<file path="config.mk">
export PLATFORM = sky130hd
export DESIGN_NAME = regfile_dbg_flat
export DESIGN_NICKNAME = d
export VERILOG_FILES = /design/src/rtl/regfile_dbg_if.sv /design/src/rtl/regfile_dbg.sv /design/src/flat_wrapper.sv
export SDC_FILE = /design/constraint.sdc
export NUM_CORES = 1
export LEC_CHECK = 0
export ABC_CLOCK_PERIOD_IN_PS = 2200
export BUFFER_PORTS_ARGS = -buffer_cell sky130_fd_sc_hd__buf_2
export CORE_UTILIZATION = 48
export DETAILED_ROUTE_END_ITERATION = 8
export MAX_ROUTING_LAYER = met4
export PLACE_DENSITY_LB_ADDON = 0.3
export SLEW_MARGIN = 20
export SYNTH_ARGS = -nofsm -noshare
export SYNTH_HDL_FRONTEND = slang
export SYNTH_SLANG_ARGS = --single-unit
</file>
<file path="constraint.sdc">
create_clock -name clk -period 2.2 [get_ports clk]
set_input_delay 0.33 -clock clk [delete_from_list [all_inputs] [get_ports clk]]
set_output_delay 0.33 -clock clk [all_outputs]
set_load 0.01 [all_outputs]
</file>
<file path="src/rtl/regfile_dbg_if.sv">
// Command/response bus of the register-file debug port.
// Handshake rule for both channels: a transfer happens on a rising clk edge
// where valid and ready are both 1; the source holds valid and its payload
// unchanged until that edge, and ready never depends on the payload.
interface regfile_dbg_if;
  logic        cmd_valid;
  logic        cmd_ready;
  logic [1:0]  cmd_op;
  logic [4:0]  cmd_addr;
  logic [31:0] cmd_data;
  logic        rsp_valid;
  logic        rsp_ready;
  logic [4:0]  rsp_addr;
  logic [31:0] rsp_data;

  // Command source / response consumer side.
  modport master (
    output cmd_valid, cmd_op, cmd_addr, cmd_data, rsp_ready,
    input  cmd_ready, rsp_valid, rsp_addr, rsp_data
  );

  // Debug block side.
  modport slave (
    input  cmd_valid, cmd_op, cmd_addr, cmd_data, rsp_ready,
    output cmd_ready, rsp_valid, rsp_addr, rsp_data
  );
endinterface

</file>
<file path="src/rtl/regfile_dbg.sv">
// Debug access block for a 32x32 register file: single-register READ and
// WRITE, DUMP of all 32 registers as a response stream, and CLEAR of
// registers 1..31. Talks to the regfile through one combinational read
// port (rf_ra1/rf_rd1) and one write port (rf_we3/rf_wa3/rf_wd3).
module regfile_dbg (
  input  logic         clk,
  input  logic         reset,
  regfile_dbg_if.slave bus,
  output logic [4:0]   rf_ra1,
  input  logic [31:0]  rf_rd1,
  output logic         rf_we3,
  output logic [4:0]   rf_wa3,
  output logic [31:0]  rf_wd3,
  output logic         busy,
  output logic [2:0]   dbg_state
);

  localparam logic [1:0] OP_READ  = 2'b00;
  localparam logic [1:0] OP_WRITE = 2'b01;
  localparam logic [1:0] OP_DUMP  = 2'b10;
  localparam logic [1:0] OP_CLEAR = 2'b11;

  localparam logic [4:0] LAST_REG = 5'd31;

  typedef enum logic [2:0] {
    IDLE       = 3'd0,
    RD_FETCH   = 3'd1,
    RSP        = 3'd2,
    WR         = 3'd3,
    DUMP_FETCH = 3'd4,
    DUMP_RSP   = 3'd5,
    CLR        = 3'd6
  } state_t;

  state_t      state;
  logic [4:0]  count;      // register index walked by DUMP and CLEAR
  logic [4:0]  addr_q;     // address latched from the accepted command
  logic        rsp_valid_q;
  logic [4:0]  rsp_addr_q;
  logic [31:0] rsp_data_q;
  logic [4:0]  ra1_q;
  logic        we3_q;
  logic [4:0]  wa3_q;
  logic [31:0] wd3_q;

  logic accept;
  logic rsp_fire;

  // Commands are only taken in IDLE; anything offered while busy waits at
  // the source because cmd_ready stays low.
  assign accept   = bus.cmd_valid && (state == IDLE);
  assign rsp_fire = rsp_valid_q && bus.rsp_ready;

  assign bus.cmd_ready = (state == IDLE);
  assign bus.rsp_valid = rsp_valid_q;
  assign bus.rsp_addr  = rsp_addr_q;
  assign bus.rsp_data  = rsp_data_q;

  assign rf_ra1    = ra1_q;
  assign rf_we3    = we3_q;
  assign rf_wa3    = wa3_q;
  assign rf_wd3    = wd3_q;
  assign busy      = (state != IDLE);
  assign dbg_state = state;

  // Control FSM; every regfile and response output is a register updated
  // on the transition into the state that needs it.
  always_ff @(posedge clk) begin
    if (reset) begin
      state       <= IDLE;
      count       <= 5'd0;
      addr_q      <= 5'd0;
      rsp_valid_q <= 1'b0;
      rsp_addr_q  <= 5'd0;
      rsp_data_q  <= 32'd0;
      ra1_q       <= 5'd0;
      we3_q       <= 1'b0;
      wa3_q       <= 5'd0;
      wd3_q       <= 32'd0;
    end else begin
      case (state)
        IDLE: begin
          if (accept) begin
            addr_q <= bus.cmd_addr;
            case (bus.cmd_op)
              OP_READ: begin
                // Present the address so rf_rd1 is valid during RD_FETCH.
                ra1_q <= bus.cmd_addr;
                state <= RD_FETCH;
              end
              OP_WRITE: begin
                // Address 0 is written like any other; the regfile drops it.
                we3_q <= 1'b1;
                wa3_q <= bus.cmd_addr;
                wd3_q <= bus.cmd_data;
                state <= WR;
              end
              OP_DUMP: begin
                count <= 5'd0;
                ra1_q <= 5'd0;
                state <= DUMP_FETCH;
              end
              OP_CLEAR: begin
                // Register 0 is constant, so clearing starts at 1.
                count <= 5'd1;
                we3_q <= 1'b1;
                wa3_q <= 5'd1;
                wd3_q <= 32'd0;
                state <= CLR;
              end
              default: state <= IDLE;
            endcase
          end
        end

        RD_FETCH: begin
          rsp_data_q  <= rf_rd1;
          rsp_addr_q  <= addr_q;
          rsp_valid_q <= 1'b1;
          ra1_q       <= 5'd0;
          state       <= RSP;
        end

        RSP: begin
          // Payload registers are untouched here, so they hold while stalled.
          if (rsp_fire) begin
            rsp_valid_q <= 1'b0;
            state       <= IDLE;
          end
        end

        WR: begin
          we3_q <= 1'b0;
          wa3_q <= 5'd0;
          wd3_q <= 32'd0;
          state <= IDLE;
        end

        DUMP_FETCH: begin
          rsp_data_q  <= rf_rd1;
          rsp_addr_q  <= count;
          rsp_valid_q <= 1'b1;
          ra1_q       <= 5'd0;
          state       <= DUMP_RSP;
        end

        DUMP_RSP: begin
          if (rsp_fire) begin
            rsp_valid_q <= 1'b0;
            if (count == LAST_REG) begin
              // Stop at 31 instead of wrapping back to 0.
              count <= 5'd0;
              state <= IDLE;
            end else begin
              count <= count + 5'd1;
              ra1_q <= count + 5'd1;
              state <= DUMP_FETCH;
            end
          end
        end

        CLR: begin
          if (count == LAST_REG) begin
            we3_q <= 1'b0;
            wa3_q <= 5'd0;
            count <= 5'd0;
            state <= IDLE;
          end else begin
            count <= count + 5'd1;
            wa3_q <= count + 5'd1;
          end
        end

        default: begin
          rsp_valid_q <= 1'b0;
          ra1_q       <= 5'd0;
          we3_q       <= 1'b0;
          state       <= IDLE;
        end
      endcase
    end
  end

endmodule

</file>
<file path="src/flat_wrapper.sv">
// flat-port wrapper written by rule: the top's interface ports become plain ports
module regfile_dbg_flat 
  (clk, reset, rf_ra1, rf_rd1, rf_we3, rf_wa3, rf_wd3, busy, dbg_state, bus_cmd_valid, bus_cmd_op, bus_cmd_addr, bus_cmd_data, bus_rsp_ready, bus_cmd_ready, bus_rsp_valid, bus_rsp_addr, bus_rsp_data);
  regfile_dbg_if bus_i ();
  input  logic clk;
  input  logic reset;
  output logic [4:0] rf_ra1;
  input  logic [31:0] rf_rd1;
  output logic rf_we3;
  output logic [4:0] rf_wa3;
  output logic [31:0] rf_wd3;
  output logic busy;
  output logic [2:0] dbg_state;
  input wire logic [$bits(bus_i.cmd_valid)-1:0] bus_cmd_valid;
  input wire logic [$bits(bus_i.cmd_op)-1:0] bus_cmd_op;
  input wire logic [$bits(bus_i.cmd_addr)-1:0] bus_cmd_addr;
  input wire logic [$bits(bus_i.cmd_data)-1:0] bus_cmd_data;
  input wire logic [$bits(bus_i.rsp_ready)-1:0] bus_rsp_ready;
  output wire logic [$bits(bus_i.cmd_ready)-1:0] bus_cmd_ready;
  output wire logic [$bits(bus_i.rsp_valid)-1:0] bus_rsp_valid;
  output wire logic [$bits(bus_i.rsp_addr)-1:0] bus_rsp_addr;
  output wire logic [$bits(bus_i.rsp_data)-1:0] bus_rsp_data;
  assign bus_i.cmd_valid = bus_cmd_valid;
  assign bus_i.cmd_op = bus_cmd_op;
  assign bus_i.cmd_addr = bus_cmd_addr;
  assign bus_i.cmd_data = bus_cmd_data;
  assign bus_i.rsp_ready = bus_rsp_ready;
  assign bus_cmd_ready = bus_i.cmd_ready;
  assign bus_rsp_valid = bus_i.rsp_valid;
  assign bus_rsp_addr = bus_i.rsp_addr;
  assign bus_rsp_data = bus_i.rsp_data;
  regfile_dbg u_core (.clk(clk), .reset(reset), .bus(bus_i), .rf_ra1(rf_ra1), .rf_rd1(rf_rd1), .rf_we3(rf_we3), .rf_wa3(rf_wa3), .rf_wd3(rf_wd3), .busy(busy), .dbg_state(dbg_state));
endmodule
</file>
==> impl_metrics.env <==
export IMPL_wl_microns=10140
export IMPL_drc=0
export IMPL_period_needed_ns=2.083
export IMPL_cpPeakStageDelay_ns=0.47
export IMPL_outcome="finished clean"
export IMPL_synthDistinctLibCells=45
export IMPL_viasPerCell=5.259
export IMPL_clock_sinks=94
export IMPL_whs_ns=0.2007
export IMPL_io_buffers=160
export IMPL_drtPass1Iterations=4
export IMPL_worst_path_stages=7
export IMPL_die_y_microns=91.81
export IMPL_h_tree_depth=3
export IMPL_r2r_start="u_core.count[0]"
export IMPL_n_antenna_cell=0
export IMPL_cp_slowest_cell="or4_4"
export IMPL_path_class="flip-flop to flip-flop"
export IMPL_synth_seq_area_share_pct=48.61
export IMPL_track_usage_pct=24.67
export IMPL_dp_hpwl_microns=7110
export IMPL_row_count=32
export IMPL_yosysMostFrequentCell="nand2_1"
export IMPL_worst_slew_margin_rel_pct=55.19
export IMPL_instances_no_fill=726
export IMPL_cts_buffers=9
export IMPL_cts_root_buffer="clkbuf_8"
export IMPL_finalHoldViolCount=0
export IMPL_holdCritPathClass="input port to flip-flop"
export IMPL_synth_edf_count=0
export IMPL_ys_top_cells_by_count="109 x nand2_1, 94 x dfxtp_1, 77 x a21oi_1"
export IMPL_layout_drive_gt1_share_pct=31.41
export IMPL_setup_tns_final_ns=0
export IMPL_clkTransAtPathRegs_ns=0.10
export IMPL_fin_crit_sh_pct=94.67
export IMPL_p_per_area_nw_per_um2=890.1
export IMPL_place_ws_ns=0.1375
export IMPL_setup_viol=0
export IMPL_die_w_microns=91.81
export IMPL_ctsHoldBuffers=0
export IMPL_fillers=694
export IMPL_reg2reg_depth=7
export IMPL_cap_violations=0
export IMPL_synth_seq_cells=94
export IMPL_timing_reg2reg_setup_slack_ns=0.12
export IMPL_cp_cell_sequence="ha_2 > and3_1 > ha_1 > or4_4 > nor2_1 > a21oi_1 > a211oi_1"
export IMPL_async_flop_share_pct=0
export IMPL_ir_drop_mv=0.4414
export IMPL_cp_required_ns=2.48
export IMPL_path_max_fanout=7
export IMPL_seq_area_sq_um=1882
export IMPL_synth_ff_type="dfxtp_1"
export IMPL_antenna_found_initial=0
export IMPL_synth_area_leaders="dfxtp_1 49%, nand2_1 11%, a21oi_1 10%, nand3_1 4.7%, mux2i_1 4.1%"
export IMPL_yosysTopAreaCellShare_pct=48.61
export IMPL_clockBufferDepth=2
export IMPL_yosys_area_top_type="dfxtp_1"
export IMPL_yosys_warnings=0
export IMPL_grt_pass1_vias=3388
export IMPL_syn_instance_count=473
export IMPL_hold_depth=3
export IMPL_cts_tree="done"
export IMPL_r2r_end="u_core.rf_wa3[3]"
export IMPL_endpoint_kind="flip-flop"
export IMPL_synthesis_area_sq_um=3871
export IMPL_vias=3818
export IMPL_area_delta_synth_final_pct=28.12
export IMPL_start_kind="flip-flop"
export IMPL_worstSetupStartpoint="u_core.count[0]"
export IMPL_core_sq_um=7767
export IMPL_worstMarginPinSlew_ns=0.6712
export IMPL_setup_ws_ns=0.1173
export IMPL_cp_top_family="simple AND/OR/NAND/NOR gates"
export IMPL_grt_max_degree=95
export IMPL_initial_core_util_pct=49.84
export IMPL_pin_count=161
export IMPL_routedWlPerCell_microns=13.96
export IMPL_critPathBufInv=0
export IMPL_nNetsFinal=697
export IMPL_grt_pass1_wl_microns=16180
export IMPL_synth_fp_nets=551
export IMPL_p_total_mw=4.415
export IMPL_maxSlewViolCount=0
export IMPL_worstPathArrival_ns=2.36
export IMPL_drt_initial_drc_count=188
export IMPL_drtAntennaViolNets=0
export IMPL_fmax_ghz=0.4801
export IMPL_p_leak_nw=2.217
export IMPL_insertion_delay_ns=0.35
export IMPL_dp_cells=710
export IMPL_gp_routability_congestion=0.8964
export IMPL_critical_path_endpoint="u_core.rf_wa3[3]"
export IMPL_dieArea_sq_um=8428
export IMPL_grt_setup_unrepaired="no"
export IMPL_finalClockSkew_ns=0.008464
export IMPL_grt_overflow=0
export IMPL_syn_area_per_cell_sq_um=8.184
export IMPL_multi_input_area_sq_um=1799
==> sequential cells by signal, summed over array words and instances, names as in the netlist <==
| signal | cells |
|---|---|
| u_core.addr_q | 5 |
| u_core.bus.rsp_addr | 5 |
| u_core.bus.rsp_data | 32 |
| u_core.bus.rsp_valid | 1 |
| u_core.count | 5 |
| u_core.dbg_state | 3 |
| u_core.rf_ra1 | 5 |
| u_core.rf_wa3 | 5 |
| u_core.rf_wd3 | 32 |
| u_core.rf_we3 | 1 |
==> worst min-delay path by stage <==
stage	slack [ns]	to	start
after floorplan	0.46	u_core.addr_q[0]	u_core.addr_q[0]
after global placement	0.44	u_core.rf_wd3[31]	u_core.rf_wd3[31]
after detailed placement	0.44	u_core.rf_wd3[1]	u_core.rf_wd3[1]
after CTS	0.19	u_core.bus.rsp_data[27]	rf_rd1[27]
after global routing	0.20	u_core.bus.rsp_data[23]	rf_rd1[23]
final	0.20	u_core.bus.rsp_data[26]	rf_rd1[26]
==> per-stage QoR <==
step,cell area (sq um),utilization (%)
after floorplan,3871,-
after global placement,4733,60.94
after detailed placement,4733,60.94
after CTS,4957,63.82
after global routing,4960,63.85
final,4960,63.85
==> worst min-delay path: stages <==
cell and delay [ns]:
buf_2 0.09, nand2_1 0.04, a21oi_1 0.05
==> timing repair <==
action                     in CTS  in global routing
setup endpoints to repair       0                  3
resized for setup               0                  1
setup buffers                   0                  0
==> metal layers <==
layer	GRT usage (%)	wire, microns
met3	3.648	481
met5	-	0
met1	31.40	4620
met2	39.72	4804
met4	9.635	231
==> where the power goes <==
group | internal, mW | total (mW) | switching [mW]
Combinational | 0.454 | 1.13 | 0.673
Clock | 0.675 | 1.27 | 0.596
Sequential | 1.89 | 2.02 | 0.129
==> cell usage in the layout (no fill, tap or decap), types with 2 or more instances in the layout <==
master / count
a21boi_0: 2
nor3_1: 3
a311oi_1: 3
o211ai_1: 2
a21oi_1: 77
inv_1: 5
inv_2: 2
nand2_1: 109
a211oi_1: 10
a21oi_2: 2
a221oi_1: 2
o2bb2ai_1: 3
clkbuf_8: 10
clkinv_4: 2
bufinv_16: 2
xor2_1: 3
buf_2: 160
a31oi_1: 3
o21ai_0: 3
and2_1: 5
nand3_1: 36
buf_4: 8
dfxtp_1: 94
nor2b_1: 3
buf_12: 2
ha_1: 2
mux2i_1: 16
nor2_1: 34
==> kinds of logic (layout without fill, tap and decap cells) <==
logic type	after synthesis	in the layout	synth area share (%)
adders and majority gates	3	3	0.9697
muxes	16	16	4.137
AOI/OAI and AO/OA	116	116	18.23
and+or+nand+nor	198	198	22.17
DFF	94	94	48.61
buffers and inverters	42	193	4.978
xor gates and xnor gates	4	4	0.9051
==> final cells by class <==
class / instances / share of cell area, %
sequential: 94 / 37.94
inverter: 7 / 0.5298
clock buffer: 11 / 2.851
tap: 102 / 2.573
timing repair buffer: 170 / 18.16
clock inverter: 5 / 1.665
multi-input combinational: 337 / 36.28
No activity file was read; power rests on OpenSTA's default activity.
